$ cat src/rtl/cpu_types_pkg.sv
// Shared CPU-side types: machine word and RAM handshake state.
package cpu_types_pkg;

  typedef logic [31:0] word_t;

  typedef enum logic [1:0] {
    FREE   = 2'd0,
    BUSY   = 2'd1,
    ACCESS = 2'd2,
    ERROR  = 2'd3
  } ramstate_t;

endpackage

$ cat src/rtl/ram_arb_pkg.sv
// Types and helpers for the RAM arbiter.
package ram_arb_pkg;

  import cpu_types_pkg::*;

  typedef enum logic [1:0] {
    IDLE   = 2'd0,
    DGRANT = 2'd1,
    IGRANT = 2'd2
  } arb_state_t;

  // Width of a requester index; never below one bit.
  function automatic int unsigned id_width(input int unsigned n);
    return (n > 1) ? $clog2(n) : 1;
  endfunction

endpackage

$ cat src/rtl/ram_arbiter_rr_select.sv
// Combinational round-robin picker: first set request at or above ptr_i, wrapping.
module rr_select
  import ram_arb_pkg::*;
#(
  parameter int unsigned N = 2,
  localparam int unsigned IdW = id_width(N)
) (
  input  logic [N-1:0]   req_i,
  input  logic [IdW-1:0] ptr_i,
  output logic [IdW-1:0] idx_o,
  output logic           valid_o
);

  // Scan N slots starting from the pointer; the first hit wins.
  always_comb begin
    logic [IdW-1:0] j;
    logic           found;
    idx_o   = '0;
    valid_o = 1'b0;
    found   = 1'b0;
    for (int unsigned i = 0; i < N; i++) begin
      j = IdW'((32'(ptr_i) + i) % N);
      if (!found && req_i[j]) begin
        idx_o = j;
        found = 1'b1;
      end
    end
    valid_o = found;
  end

endmodule

$ cat src/rtl/ram_arbiter.sv
// Single-port RAM arbiter: coherence data port has priority over round-robin icache
// fetches, with a burst counter bounding fetch starvation.
// Optional statistics counters are built when RAM_ARB_STATS_EN is defined.
module ram_arbiter
  import cpu_types_pkg::*;
  import ram_arb_pkg::*;
#(
  parameter int unsigned CPUS           = 2,
  parameter int unsigned DATA_BURST_MAX = 4
) (
  input  logic                CLK,
  input  logic                nRST,
  input  logic [CPUS-1:0]     iREN,
  input  word_t [CPUS-1:0]    iaddr,
  output logic [CPUS-1:0]     iwait,
  output word_t [CPUS-1:0]    iload,
  input  logic                cc_ramREN,
  input  logic                cc_ramWEN,
  input  word_t               cc_ramaddr,
  input  word_t               cc_ramstore,
  output logic                cc_ramwait,
  output word_t               cc_ramload,
  output logic                ramREN,
  output logic                ramWEN,
  output word_t               ramaddr,
  output word_t               ramstore,
  input  word_t               ramload,
  input  ramstate_t           ramstate
`ifdef RAM_ARB_STATS_EN
  ,
  output logic [31:0]         stat_dgrants,
  output logic [31:0]         stat_igrants,
  output logic [31:0]         stat_stall
`endif
);

  localparam int unsigned IdW    = id_width(CPUS);
  localparam int unsigned BurstW = $clog2(DATA_BURST_MAX + 1);
  localparam logic [BurstW-1:0] BurstMax = BurstW'(DATA_BURST_MAX);

  arb_state_t        state_q, state_d;
  logic [IdW-1:0]    rr_ptr_q, rr_ptr_d;
  logic [IdW-1:0]    grant_id_q, grant_id_d;
  logic [BurstW-1:0] burst_cnt_q, burst_cnt_d;

  logic [IdW-1:0] sel_idx;
  logic           sel_valid;
  logic           data_req, any_ireq, ram_ready;
  logic           d_done, i_done;

  assign data_req  = cc_ramREN | cc_ramWEN;
  assign any_ireq  = |iREN;
  assign ram_ready = (ramstate == ACCESS);

  rr_select #(
    .N (CPUS)
  ) u_rr_select (
    .req_i   (iREN),
    .ptr_i   (rr_ptr_q),
    .idx_o   (sel_idx),
    .valid_o (sel_valid)
  );

  // Arbiter state, round-robin pointer, grant owner and starvation counter.
  always_ff @(posedge CLK or negedge nRST) begin
    if (!nRST) begin
      state_q     <= IDLE;
      rr_ptr_q    <= '0;
      grant_id_q  <= '0;
      burst_cnt_q <= '0;
    end else begin
      state_q     <= state_d;
      rr_ptr_q    <= rr_ptr_d;
      grant_id_q  <= grant_id_d;
      burst_cnt_q <= burst_cnt_d;
    end
  end

  // Next-state arbitration and the RAM/requester muxing for the current grant.
  always_comb begin
    state_d     = state_q;
    rr_ptr_d    = rr_ptr_q;
    grant_id_d  = grant_id_q;
    burst_cnt_d = burst_cnt_q;
    iwait       = '1;
    iload       = '0;
    cc_ramwait  = 1'b1;
    cc_ramload  = '0;
    ramREN      = 1'b0;
    ramWEN      = 1'b0;
    ramaddr     = '0;
    ramstore    = '0;
    d_done      = 1'b0;
    i_done      = 1'b0;

    unique case (state_q)
      IDLE: begin
        // Data yields only once it has used up its burst while a fetch waits.
        if (data_req && !((burst_cnt_q == BurstMax) && any_ireq)) begin
          state_d = DGRANT;
        end else if (sel_valid) begin
          state_d    = IGRANT;
          grant_id_d = sel_idx;
        end
      end
      DGRANT: begin
        if (!data_req) begin
          state_d = IDLE;
        end else begin
          ramWEN     = cc_ramWEN;
          ramREN     = cc_ramREN & ~cc_ramWEN;
          ramaddr    = cc_ramaddr;
          ramstore   = cc_ramstore;
          cc_ramload = ramload;
          cc_ramwait = ~ram_ready;
          if (ram_ready) begin
            d_done  = 1'b1;
            state_d = IDLE;
            if (any_ireq && (burst_cnt_q != BurstMax)) burst_cnt_d = burst_cnt_q + 1'b1;
          end
        end
      end
      IGRANT: begin
        if (!iREN[grant_id_q]) begin
          state_d = IDLE;
        end else begin
          ramREN            = 1'b1;
          ramaddr           = iaddr[grant_id_q];
          iload[grant_id_q] = ramload;
          iwait[grant_id_q] = ~ram_ready;
          if (ram_ready) begin
            i_done      = 1'b1;
            state_d     = IDLE;
            burst_cnt_d = '0;
            rr_ptr_d    = (grant_id_q == IdW'(CPUS - 1)) ? '0 : grant_id_q + 1'b1;
          end
        end
      end
      default: state_d = IDLE;
    endcase
  end

`ifdef RAM_ARB_STATS_EN
  logic [31:0] stat_dgrants_q, stat_igrants_q, stat_stall_q;

  // Free-running wrap-around event counters.
  always_ff @(posedge CLK or negedge nRST) begin
    if (!nRST) begin
      stat_dgrants_q <= '0;
      stat_igrants_q <= '0;
      stat_stall_q   <= '0;
    end else begin
      if (d_done) stat_dgrants_q <= stat_dgrants_q + 32'd1;
      if (i_done) stat_igrants_q <= stat_igrants_q + 32'd1;
      if ((state_q != IDLE) && !ram_ready) stat_stall_q <= stat_stall_q + 32'd1;
    end
  end

  assign stat_dgrants = stat_dgrants_q;
  assign stat_igrants = stat_igrants_q;
  assign stat_stall   = stat_stall_q;
`endif

endmodule

$ cat config.mk
export PLATFORM = sky130hd
export DESIGN_NAME = ram_arbiter
export DESIGN_NICKNAME = d
export VERILOG_FILES = /design/src/rtl/cpu_types_pkg.sv /design/src/rtl/ram_arb_pkg.sv /design/src/rtl/ram_arbiter_rr_select.sv /design/src/rtl/ram_arbiter.sv
export SDC_FILE = /design/constraint.sdc
export NUM_CORES = 1
export LEC_CHECK = 0
export CAP_MARGIN = 5
export CELL_PAD_IN_SITES_DETAIL_PLACEMENT = 0
export CELL_PAD_IN_SITES_GLOBAL_PLACEMENT = 1
export CORE_AREA = 2 2 128 130
export DETAILED_ROUTE_END_ITERATION = 10
export DIE_AREA = 0 0 130 132
export DONT_BUFFER_PORTS = 1
export GPL_ROUTABILITY_DRIVEN = 1
export PLACE_DENSITY_LB_ADDON = 0.1
export RECOVER_POWER = 25
export SYNTH_ARGS = -nofsm -noshare
export SYNTH_HDL_FRONTEND = slang
export SYNTH_HIERARCHICAL = 1
export SYNTH_SLANG_ARGS = --single-unit
$ cat constraint.sdc
create_clock -name CLK -period 2.1 [get_ports CLK]
set_clock_uncertainty 0.2 [all_clocks]
set_input_delay 0 -clock CLK [delete_from_list [all_inputs] [get_ports CLK]]
set_output_delay 0 -clock CLK [all_outputs]
set_load 0.01 [all_outputs]
==> flow_summary.html, run 1 <==
<table>
<tr><th>Metric</th><th>Value</th></tr>
<tr><th colspan="2">Worst setup path</th></tr>
<tr><td>R2r worst-path depth</td><td>7</td></tr>
<tr><td>Data required time at the worst endpoint</td><td>1.90 ns</td></tr>
<tr><td>Critical path capture point type</td><td>primary output</td></tr>
<tr><td>CP Launch Type</td><td>flip-flop</td></tr>
<tr><td>Start point of the critical path</td><td>state_q[1]</td></tr>
<tr><td>Worst path buffer plus inverter count</td><td>3</td></tr>
<tr><td>R2r setup slk</td><td>0.20 ns</td></tr>
<tr><td>Worst Setup Path Type</td><td>flip-flop to primary output</td></tr>
<tr><td>Top cell family by delay on the critical path</td><td>buffers and inverters</td></tr>
<tr><td>Critical path's slowest cell</td><td>dfrtp_1</td></tr>
<tr><td>Crit path arrival time</td><td>1.81 ns</td></tr>
<tr><td>Cells traversed along the worst timing path</td><td>inv_1, ha_2, o21a_2, buf_12, a22oi_1, nor2b_1, buf_4</td></tr>
<tr><td>Peak fanout along the critical path</td><td>38</td></tr>
<tr><td>Startpoint of the lowest-slack register-to-register path</td><td>state_q[0]</td></tr>
<tr><td>Last element of the critical path</td><td>ramaddr[15]</td></tr>
<tr><td>Reg2Reg Capture Point</td><td>burst_cnt_q[0]</td></tr>
<tr><td>Worst path depth</td><td>7</td></tr>
<tr><td>Maximum single-stage delay on the critical path</td><td>0.41 ns</td></tr>
<tr><th colspan="2">Power</th></tr>
<tr><td>IR drop worst, VDD</td><td>0.4521 mV</td></tr>
<tr><td>Leakage</td><td>1.237 nW</td></tr>
<tr><td>Total power per unit cell area</td><td>913.0 mW/mm2</td></tr>
<tr><th colspan="2">Routing</th></tr>
<tr><td>Initial DRC Count</td><td>77</td></tr>
<tr><td>Avg Vias per Cell</td><td>4.298</td></tr>
<tr><td>Overall via count from detail_route</td><td>2540</td></tr>
<tr><td>WL final</td><td>10.45 mm</td></tr>
<tr><td>Detailed-route DRC error count</td><td>0</td></tr>
<tr><td>First-pass iteration count of the detailed router</td><td>4</td></tr>
<tr><td>Post-detailed-route wirelength per cell</td><td>17.68 um</td></tr>
<tr><td>Number of routed nets with antenna violations</td><td>0</td></tr>
<tr><th colspan="2">Global routing</th></tr>
<tr><td>Maximum number of pins on one net before global-route repair</td><td>39</td></tr>
<tr><td>Wire length of the first global-routing pass</td><td>14.15 mm</td></tr>
<tr><td>Number of global-route vias before repair</td><td>2502</td></tr>
<tr><td>Antenna violations before repair</td><td>0</td></tr>
<tr><td>Residual overflow from global routing</td><td>0</td></tr>
<tr><td>Gr usage total</td><td>0.1033</td></tr>
<tr><th colspan="2">Floorplan</th></tr>
<tr><td>Die area</td><td>0.01716 mm2</td></tr>
<tr><td>Area of the core</td><td>0.01571 mm2</td></tr>
<tr><td>Die outline width</td><td>130 um</td></tr>
<tr><td>Floorplan die height</td><td>132 um</td></tr>
<tr><td>Initial core utilization</td><td>0.1453</td></tr>
<tr><td>Standard-cell row count</td><td>46</td></tr>
<tr><td>Number of I/O pins</td><td>333</td></tr>
<tr><th colspan="2">Synthesis</th></tr>
<tr><td>Unique masters post-synth</td><td>30</td></tr>
<tr><td>Area of the mapped netlist</td><td>0.002283 mm2</td></tr>
<tr><td>EDFF count, synth</td><td>0</td></tr>
<tr><td>Proportion of netlist area held by the largest area contributor</td><td>0.3534</td></tr>
<tr><td>Flip-flop and latch count after synthesis</td><td>7</td></tr>
<tr><td>Leading cell types by total area after synthesis</td><td>and2_1 35%, mux2_2 17%, a22oi_1 11%</td></tr>
<tr><td>Net Count, Synth</td><td>487</td></tr>
<tr><td>Average footprint of a synthesized cell</td><td>7.295 um2</td></tr>
<tr><td>Cells after Synth</td><td>313</td></tr>
<tr><td>Portion of the post-synthesis area used by sequential elements</td><td>0.07671</td></tr>
<tr><td>Async set-reset flop share out of synthesis</td><td>1.000</td></tr>
<tr><td>Dominant synthesized flop cell</td><td>dfrtp_1</td></tr>
<tr><td>Cell taking the most area after synthesis</td><td>and2_1</td></tr>
<tr><td>Yosys warning total</td><td>6</td></tr>
<tr><th colspan="2">Clock tree</th></tr>
<tr><td>CTS buffer count</td><td>3</td></tr>
<tr><td>Worst skew pair latency</td><td>0.23 ns</td></tr>
<tr><td># H-tree levels</td><td>1</td></tr>
<tr><td>Total number of clock tree sinks</td><td>7</td></tr>
<tr><td>Clock Path Buffers</td><td>2</td></tr>
<tr><td>Clock slew at the register clock pins of the worst setup and hold paths</td><td>0.04 ns</td></tr>
<tr><td>CTS Root Cell</td><td>clkbuf_16</td></tr>
<tr><td>CTS tree</td><td>done</td></tr>
<tr><th colspan="2">Layout</th></tr>
<tr><td>Most frequent cells in the layout</td><td>102 x and2_1, 72 x dlygate4sd3_1, 34 x mux2_2</td></tr>
<tr><td>Most frequent standard cell in the layout excluding fill and tap cells</td><td>and2_1</td></tr>
<tr><td>Synth-to-Final Area Change</td><td>48.99%</td></tr>
<tr><td>Finished Layout Cells</td><td>591</td></tr>
<tr><td>Antenna diode count</td><td>0</td></tr>
<tr><td>Filler instances</td><td>1737</td></tr>
<tr><td>Layout cells sized above 1</td><td>0.1547</td></tr>
<tr><td>Number of nets at the end of the flow</td><td>550</td></tr>
<tr><th colspan="2">STA</th></tr>
<tr><td>Worst rel slew slack</td><td>0.6989</td></tr>
<tr><td>Portion of the clock cycle consumed by the worst path in the final layout</td><td>0.9595</td></tr>
<tr><td>Final TNS setup</td><td>0 ns</td></tr>
<tr><td>Setup repair after global routing missed its margin</td><td>no</td></tr>
<tr><td>Timing-limited maximum frequency</td><td>496.3 MHz</td></tr>
<tr><td>Worst Max-Slew Pin Slew</td><td>0.4469 ns</td></tr>
<tr><td>Count of pins over their slew limit</td><td>0</td></tr>
<tr><td>Final setup viols</td><td>0</td></tr>
<tr><td>Worst hold slack after final layout</td><td>-0.0005173 ns</td></tr>
<tr><td>Post-route minimum period</td><td>2.015 ns</td></tr>
<tr><td>Final hold violations</td><td>1</td></tr>
<tr><th colspan="2">Placed design</th></tr>
<tr><td>Number of cells after detailed placement</td><td>511</td></tr>
<tr><td>Number of input and output port buffers inserted</td><td>0</td></tr>
<tr><td>Post-detailed-placement half-perimeter wirelength</td><td>7.412 mm</td></tr>
<tr><td>RD Place Congestion</td><td>0.6579</td></tr>
<tr><th colspan="2">Flow run</th></tr>
<tr><td>Max capacitance violation total</td><td>0</td></tr>
<tr><th colspan="2">Status</th></tr>
<tr><td>Run status</td><td>complete, but fails checks</td></tr>
<tr><td>Violations in the final reports</td><td>negative hold slack</td></tr>
<tr><th colspan="2">Worst hold path</th></tr>
<tr><td>Worst min path class</td><td>primary input to flip-flop</td></tr>
</table>
==> metal layers <==
| layer | vias to the layer above | track usage | share of wire |
|---|---|---|---|
| met3 | 4 | 0.006494 | 0.050 |
| met5 | - | 0 | 0 |
| met1 | 1213 | 0.1046 | 0.36 |
| met4 | 0 | 0.007766 | 0.0018 |
| met2 | 148 | 0.2277 | 0.59 |
| li1 | 1175 | - | - |
==> sequential cells by signal, summed over array words and instances (netlist names) <==
register,cells
burst_cnt_q,3
grant_id_q,1
rr_ptr_q,1
state_q,2
==> tightest hold or removal path, stage by stage <==
cell and delay, ns:
nor2b_1 0.11, buf_4 0.19, a21oi_1 0.08
==> layout make-up <==
cell class,count,area (um2),area share
multi-input combinational,273,1999,0.5877
timing repair buffer,85,855.8,0.2516
tap,216,270.3,0.07944
sequential,7,175.2,0.05149
clock buffer,4,78.83,0.02317
inverter,6,22.52,0.006620
==> cell usage after synthesis, types with 2 or more instances <==
cell type / instances
a21oi_1: 2
a22oi_1: 32
and2_1: 129
buf_2: 12
clkbuf_1: 16
dfrtp_1: 7
ha_1: 6
inv_1: 6
mux2_2: 34
mux2i_1: 3
nand2_1: 6
nand2b_1: 2
nor2_1: 2
nor2b_1: 35
o211ai_1: 2
o21a_1: 3
o21ai_0: 3
==> timing repair <==
action                                  4_1_cts  5_1_grt
setup buffers                                 2        0
endpoints found under the hold margin       141        0
endpoints found under the setup margin       49       36
gates resized for setup                       2        9
cloned                                        1        1
pin swaps                                     0        0
hold buffers                                 72        0
==> through the flow <==
step / setup slack (ns) / hold slack, ns / cell area [um2] / utilization / total power, W
after global placement: 0.1394 / -0.4952 / 2555 / 0.1626 / 0.002653
after global routing: 0.01754 / 0.04750 / 3402 / 0.2165 / 0.003377
after CTS: 0.04594 / 0.009797 / 3379 / 0.2151 / 0.003127
after floorplan: 0.3515 / -0.4956 / 2283 / - / 0.002129
after detailed placement: 0.1972 / -0.4952 / 2555 / 0.1626 / 0.002619
final: 0.08509 / -0.0005173 / 3402 / 0.2165 / 0.003106
==> kinds of logic (layout without fill, tap and decap cells) <==
family	Yosys count	in the layout	share of synthesized area
DFF	7	7	0.07671
and+or+nand+nor	178	180	0.4800
AOI/OAI and AO/OA	50	50	0.1638
muxes	37	37	0.1808
buffers and inverters	35	95	0.06576
adders and majority gates	6	6	0.03288
==> report_power, final <==
part	internal [W]	leakage, nW	total, W	switching (W)
clock	0.000253	0.0382	0.000333	0.0000792
combinational	0.00110	1.12	0.00253	0.00143
sequential	0.000195	0.0816	0.000248	0.0000528
total	0.00155	1.24	0.00311	0.00156
==> how the worst min path moves through the flow <==
| stage | from | endpoint | slack, ns | cells past startpoint |
|---|---|---|---|---|
| after global placement | nRST | state_q[1] | -0.50 | 0 |
| after CTS | ramstate[1] | rr_ptr_q | 0.01 | 3 |
| after global routing | ramstate[1] | rr_ptr_q | 0.05 | 3 |
| after floorplan | nRST | burst_cnt_q[0] | -0.50 | 0 |
| final | ramstate[1] | rr_ptr_q | -0.0005 | 3 |
| after detailed placement | nRST | burst_cnt_q[0] | -0.50 | 0 |
Note: power is estimated with default switching activity, not from simulation.
==> run 2: changes to the inputs <==
Settings changed: CORE_AREA 2 2 128 130 to 2 2 129 131, DIE_AREA 0 0 130 132 to 0 0 131 133.
Clock period 2.1 ns to 1.8 ns, I/O delays scaled along.
==> flow_summary.html, run 2 (synthesis gave the netlist of run 1 again) <==
<table>
<tr><th>Metric</th><th>Value</th></tr>
<tr><th colspan="2">Worst setup path</th></tr>
<tr><td>Crit path arrival time</td><td>1.69 ns (-0.12 ns)</td></tr>
<tr><td>Top cell family by delay on the critical path</td><td>simple AND/OR/NAND/NOR gates</td></tr>
<tr><td>R2r worst-path depth</td><td>7 (unchanged)</td></tr>
<tr><td>Worst Setup Path Type</td><td>flip-flop to primary output</td></tr>
<tr><td>R2r setup slk</td><td>-0.06 ns (-0.26 ns)</td></tr>
<tr><td>Startpoint of the lowest-slack register-to-register path</td><td>state_q[1]</td></tr>
<tr><td>Critical path capture point type</td><td>primary output</td></tr>
<tr><td>Cells traversed along the worst timing path</td><td>buf_6, ha_4, nor2b_4, buf_4, and2b_4, and2_1</td></tr>
<tr><td>CP Launch Type</td><td>flip-flop</td></tr>
<tr><td>Data required time at the worst endpoint</td><td>1.60 ns (-0.30 ns)</td></tr>
<tr><td>Reg2Reg Capture Point</td><td>state_q[1]</td></tr>
<tr><td>Peak fanout along the critical path</td><td>8 (-79%)</td></tr>
<tr><td>Worst path buffer plus inverter count</td><td>2 (-1)</td></tr>
<tr><td>Maximum single-stage delay on the critical path</td><td>0.38 ns (-0.03 ns)</td></tr>
<tr><td>Critical path's slowest cell</td><td>dfrtp_1</td></tr>
<tr><th colspan="2">Routing</th></tr>
<tr><td>WL final</td><td>13.58 mm (+30%)</td></tr>
<tr><td>Number of routed nets with antenna violations</td><td>0 (unchanged)</td></tr>
<tr><td>Overall via count from detail_route</td><td>2836 (+12%)</td></tr>
<tr><td>Initial DRC Count</td><td>70 (-9.1%)</td></tr>
<tr><td>First-pass iteration count of the detailed router</td><td>4 (unchanged)</td></tr>
<tr><td>Avg Vias per Cell</td><td>4.466 (+3.9%)</td></tr>
<tr><td>Detailed-route DRC error count</td><td>0 (unchanged)</td></tr>
<tr><td>Post-detailed-route wirelength per cell</td><td>21.39 um (+21%)</td></tr>
<tr><th colspan="2">Layout</th></tr>
<tr><td>Most frequent standard cell in the layout excluding fill and tap cells</td><td>and2_4</td></tr>
<tr><td>Number of nets at the end of the flow</td><td>590 (+7.3%)</td></tr>
<tr><td>Synth-to-Final Area Change</td><td>101.4%</td></tr>
<tr><td>Filler instances</td><td>1676 (-3.5%)</td></tr>
<tr><td>Top flop regs</td><td>burst_cnt_q (3), state_q (2)</td></tr>
<tr><td>Layout cells sized above 1</td><td>0.6145 (+0.4598)</td></tr>
<tr><td>Max reg flops</td><td>3 (unchanged)</td></tr>
<tr><td>Storage element area</td><td>175.2 um2 (unchanged)</td></tr>
<tr><td>Area of the multi-input gates</td><td>0.002539 mm2 (+27%)</td></tr>
<tr><td>Finished Cell Area</td><td>0.004599 mm2 (+35%)</td></tr>
<tr><td>Final Core Density</td><td>0.2844 (+0.06789)</td></tr>
<tr><td>Largest reg by FF count</td><td>burst_cnt_q</td></tr>
<tr><td>Antenna diode count</td><td>0 (unchanged)</td></tr>
<tr><td>Most frequent cells in the layout</td><td>87 x and2_4, 74 x dlygate4sd3_1, 41 x and2_1</td></tr>
<tr><th colspan="2">STA</th></tr>
<tr><td>Final hold violations</td><td>0 (-1)</td></tr>
<tr><td>Post-route minimum period</td><td>1.887 ns</td></tr>
<tr><td>Worst hold slack after final layout</td><td>0.004729 ns (+0.005246 ns)</td></tr>
<tr><td>Worst rel slew slack</td><td>0.6986 (about the same)</td></tr>
<tr><td>Final setup viols</td><td>77 (+77)</td></tr>
<tr><td>Count of pins over their slew limit</td><td>0 (unchanged)</td></tr>
<tr><td>Setup ws final</td><td>-0.08738 ns (-0.1725 ns)</td></tr>
<tr><td>Timing-limited maximum frequency</td><td>529.8 MHz</td></tr>
<tr><td>Portion of the clock cycle consumed by the worst path in the final layout</td><td>1.049</td></tr>
<tr><td>Setup repair after global routing missed its margin</td><td>yes</td></tr>
<tr><td>Worst Max-Slew Pin Slew</td><td>0.4506 ns (+0.003697 ns)</td></tr>
<tr><td>Final TNS setup</td><td>-3.232 ns (-3.232 ns)</td></tr>
<tr><th colspan="2">Power</th></tr>
<tr><td>Overall power consumption</td><td>0.005731 W (+85%)</td></tr>
<tr><td>Total power per unit cell area</td><td>1246 mW/mm2 (+36%)</td></tr>
<tr><td>IR drop worst, VDD</td><td>0.5472 mV (+21%)</td></tr>
<tr><td>Leakage</td><td>1.769 nW (+43%)</td></tr>
<tr><th colspan="2">Global routing</th></tr>
<tr><td>Residual overflow from global routing</td><td>0 (unchanged)</td></tr>
<tr><td>Antenna violations before repair</td><td>0 (unchanged)</td></tr>
<tr><td>Gr usage total</td><td>0.1277 (+0.02443)</td></tr>
<tr><td>Wire length of the first global-routing pass</td><td>16.98 mm (+20%)</td></tr>
<tr><td>Number of global-route vias before repair</td><td>2779 (+11%)</td></tr>
<tr><td>Maximum number of pins on one net before global-route repair</td><td>39 (unchanged)</td></tr>
<tr><th colspan="2">Placed design</th></tr>
<tr><td>Number of input and output port buffers inserted</td><td>0 (unchanged)</td></tr>
<tr><td>Post-detailed-placement half-perimeter wirelength</td><td>7.974 mm (+7.6%)</td></tr>
<tr><td>RD Place Congestion</td><td>0.7227 (+9.8%)</td></tr>
<tr><td>Cell area after placement</td><td>0.002623 mm2 (+2.6%)</td></tr>
<tr><th colspan="2">Floorplan</th></tr>
<tr><td>Die area</td><td>0.01742 mm2 (+1.5%)</td></tr>
<tr><td>Standard-cell row count</td><td>47 (+2.2%)</td></tr>
<tr><td>Die outline width</td><td>131 um (+0.77%)</td></tr>
<tr><td>Initial core utilization</td><td>0.1412 (-0.004126)</td></tr>
<tr><td>Number of I/O pins</td><td>333 (unchanged)</td></tr>
<tr><td>Floorplan die height</td><td>133 um (+0.76%)</td></tr>
<tr><td>Area of the core</td><td>0.01617 mm2 (+2.9%)</td></tr>
<tr><th colspan="2">Clock tree</th></tr>
<tr><td>Worst skew pair latency</td><td>0.24 ns (about the same)</td></tr>
<tr><td>Total number of clock tree sinks</td><td>7 (unchanged)</td></tr>
<tr><td>CTS tree</td><td>done</td></tr>
<tr><td>CTS buffer count</td><td>3 (unchanged)</td></tr>
<tr><td># H-tree levels</td><td>1 (unchanged)</td></tr>
<tr><td>Clock slew at the register clock pins of the worst setup and hold paths</td><td>0.04 ns (about the same)</td></tr>
<tr><td>CTS Root Cell</td><td>clkbuf_16</td></tr>
<tr><td>Clock Path Buffers</td><td>2 (unchanged)</td></tr>
<tr><th colspan="2">Worst hold path</th></tr>
<tr><td>Hold wc startpoint</td><td>cc_ramaddr[25]</td></tr>
<tr><td>Destination of the worst hold path</td><td>ramaddr[25]</td></tr>
<tr><td>Worst min path class</td><td>primary input to primary output</td></tr>
<tr><td>Hold Crit Depth</td><td>2 (-1)</td></tr>
<tr><th colspan="2">Status</th></tr>
<tr><td>Run status</td><td>complete, but fails checks</td></tr>
<tr><td>Violations in the final reports</td><td>negative setup slack</td></tr>
<tr><th colspan="2">Flow run</th></tr>
<tr><td>Max capacitance violation total</td><td>0 (unchanged)</td></tr>
</table>
run 2: changes by cell type in the layout (fill, tap and decap cells not counted), moves of 12 or more:
cell / previous run / this run
nor2b_2: 4 / 31
and2_0: 27 / 1
nor2b_1: 30 / 3
a22oi_1: 32 / 2
a22oi_2: 0 / 30
and2_4: 0 / 87
and2_1: 102 / 41
buf_4: 6 / 18
run 2: repair_timing:
item,in CTS,in global routing
buffers inserted,18,2
endpoints found under the hold margin,140,4
setup endpoints to repair,164,156
pin swaps,23,17
hold buffers,71,3
cloned,10,9
gates resized for setup,145,60
run 2: worst reg2reg max path, stage by stage (launching register included):
cell and delay, ns:
dfrtp_1 0.40, buf_6 0.14, ha_4 0.15, nor2b_4 0.13, buf_4 0.17, buf_4 0.15, o21a_1 0.19, a32o_1 0.21
run 2: per-layer routing:
layer | up-vias | global-route usage | share of wire
met1 | 1414 | 0.1409 | 0.40
li1 | 1262 | - | -
met3 | 3 | 0.01617 | 0.046
met5 | - | 0 | 0
met2 | 157 | 0.2619 | 0.56
met4 | 0 | 0.008865 | 0.0015
run 2: worst max path at each step:
stage | from | endpoint | slack [ns] | cells past startpoint
3_3_place_gp | state_q[0] | burst_cnt_q[2] | -0.02 | 7
2_1_floorplan | state_q[1] | state_q[1] | 0.05 | 7
4_1_cts | state_q[1] | ramaddr[8] | -0.06 | 8
3_5_place_dp | burst_cnt_q[0] | grant_id_q | 0.01 | 6
5_1_grt | state_q[1] | ramaddr[15] | -0.15 | 8
6_report | state_q[1] | iload[4] | -0.09 | 6
run 2: cell type report:
type,count,area share
multi-input cells,274,0.5520
repair buffers,124,0.3281
well taps,220,0.05985
flip-flops and latches,7,0.03808
clock buffers,4,0.01714
inverters,6,0.004897
run 2: through the flow:
step / worst slack (ns) / std cells
floorplan: 0.05150 / 313
global placement: -0.01614 / 520
detailed placement: 0.01174 / 520
CTS: -0.05806 / 622
global route: -0.1476 / 635
finish: -0.08738 / 635
run 2: power breakdown:
group / switching, W / internal, W / total (W)
combinational: 0.00233 / 0.00272 / 0.00505
clock: 0.0000966 / 0.000296 / 0.000393
sequential: 0.0000583 / 0.000228 / 0.000286
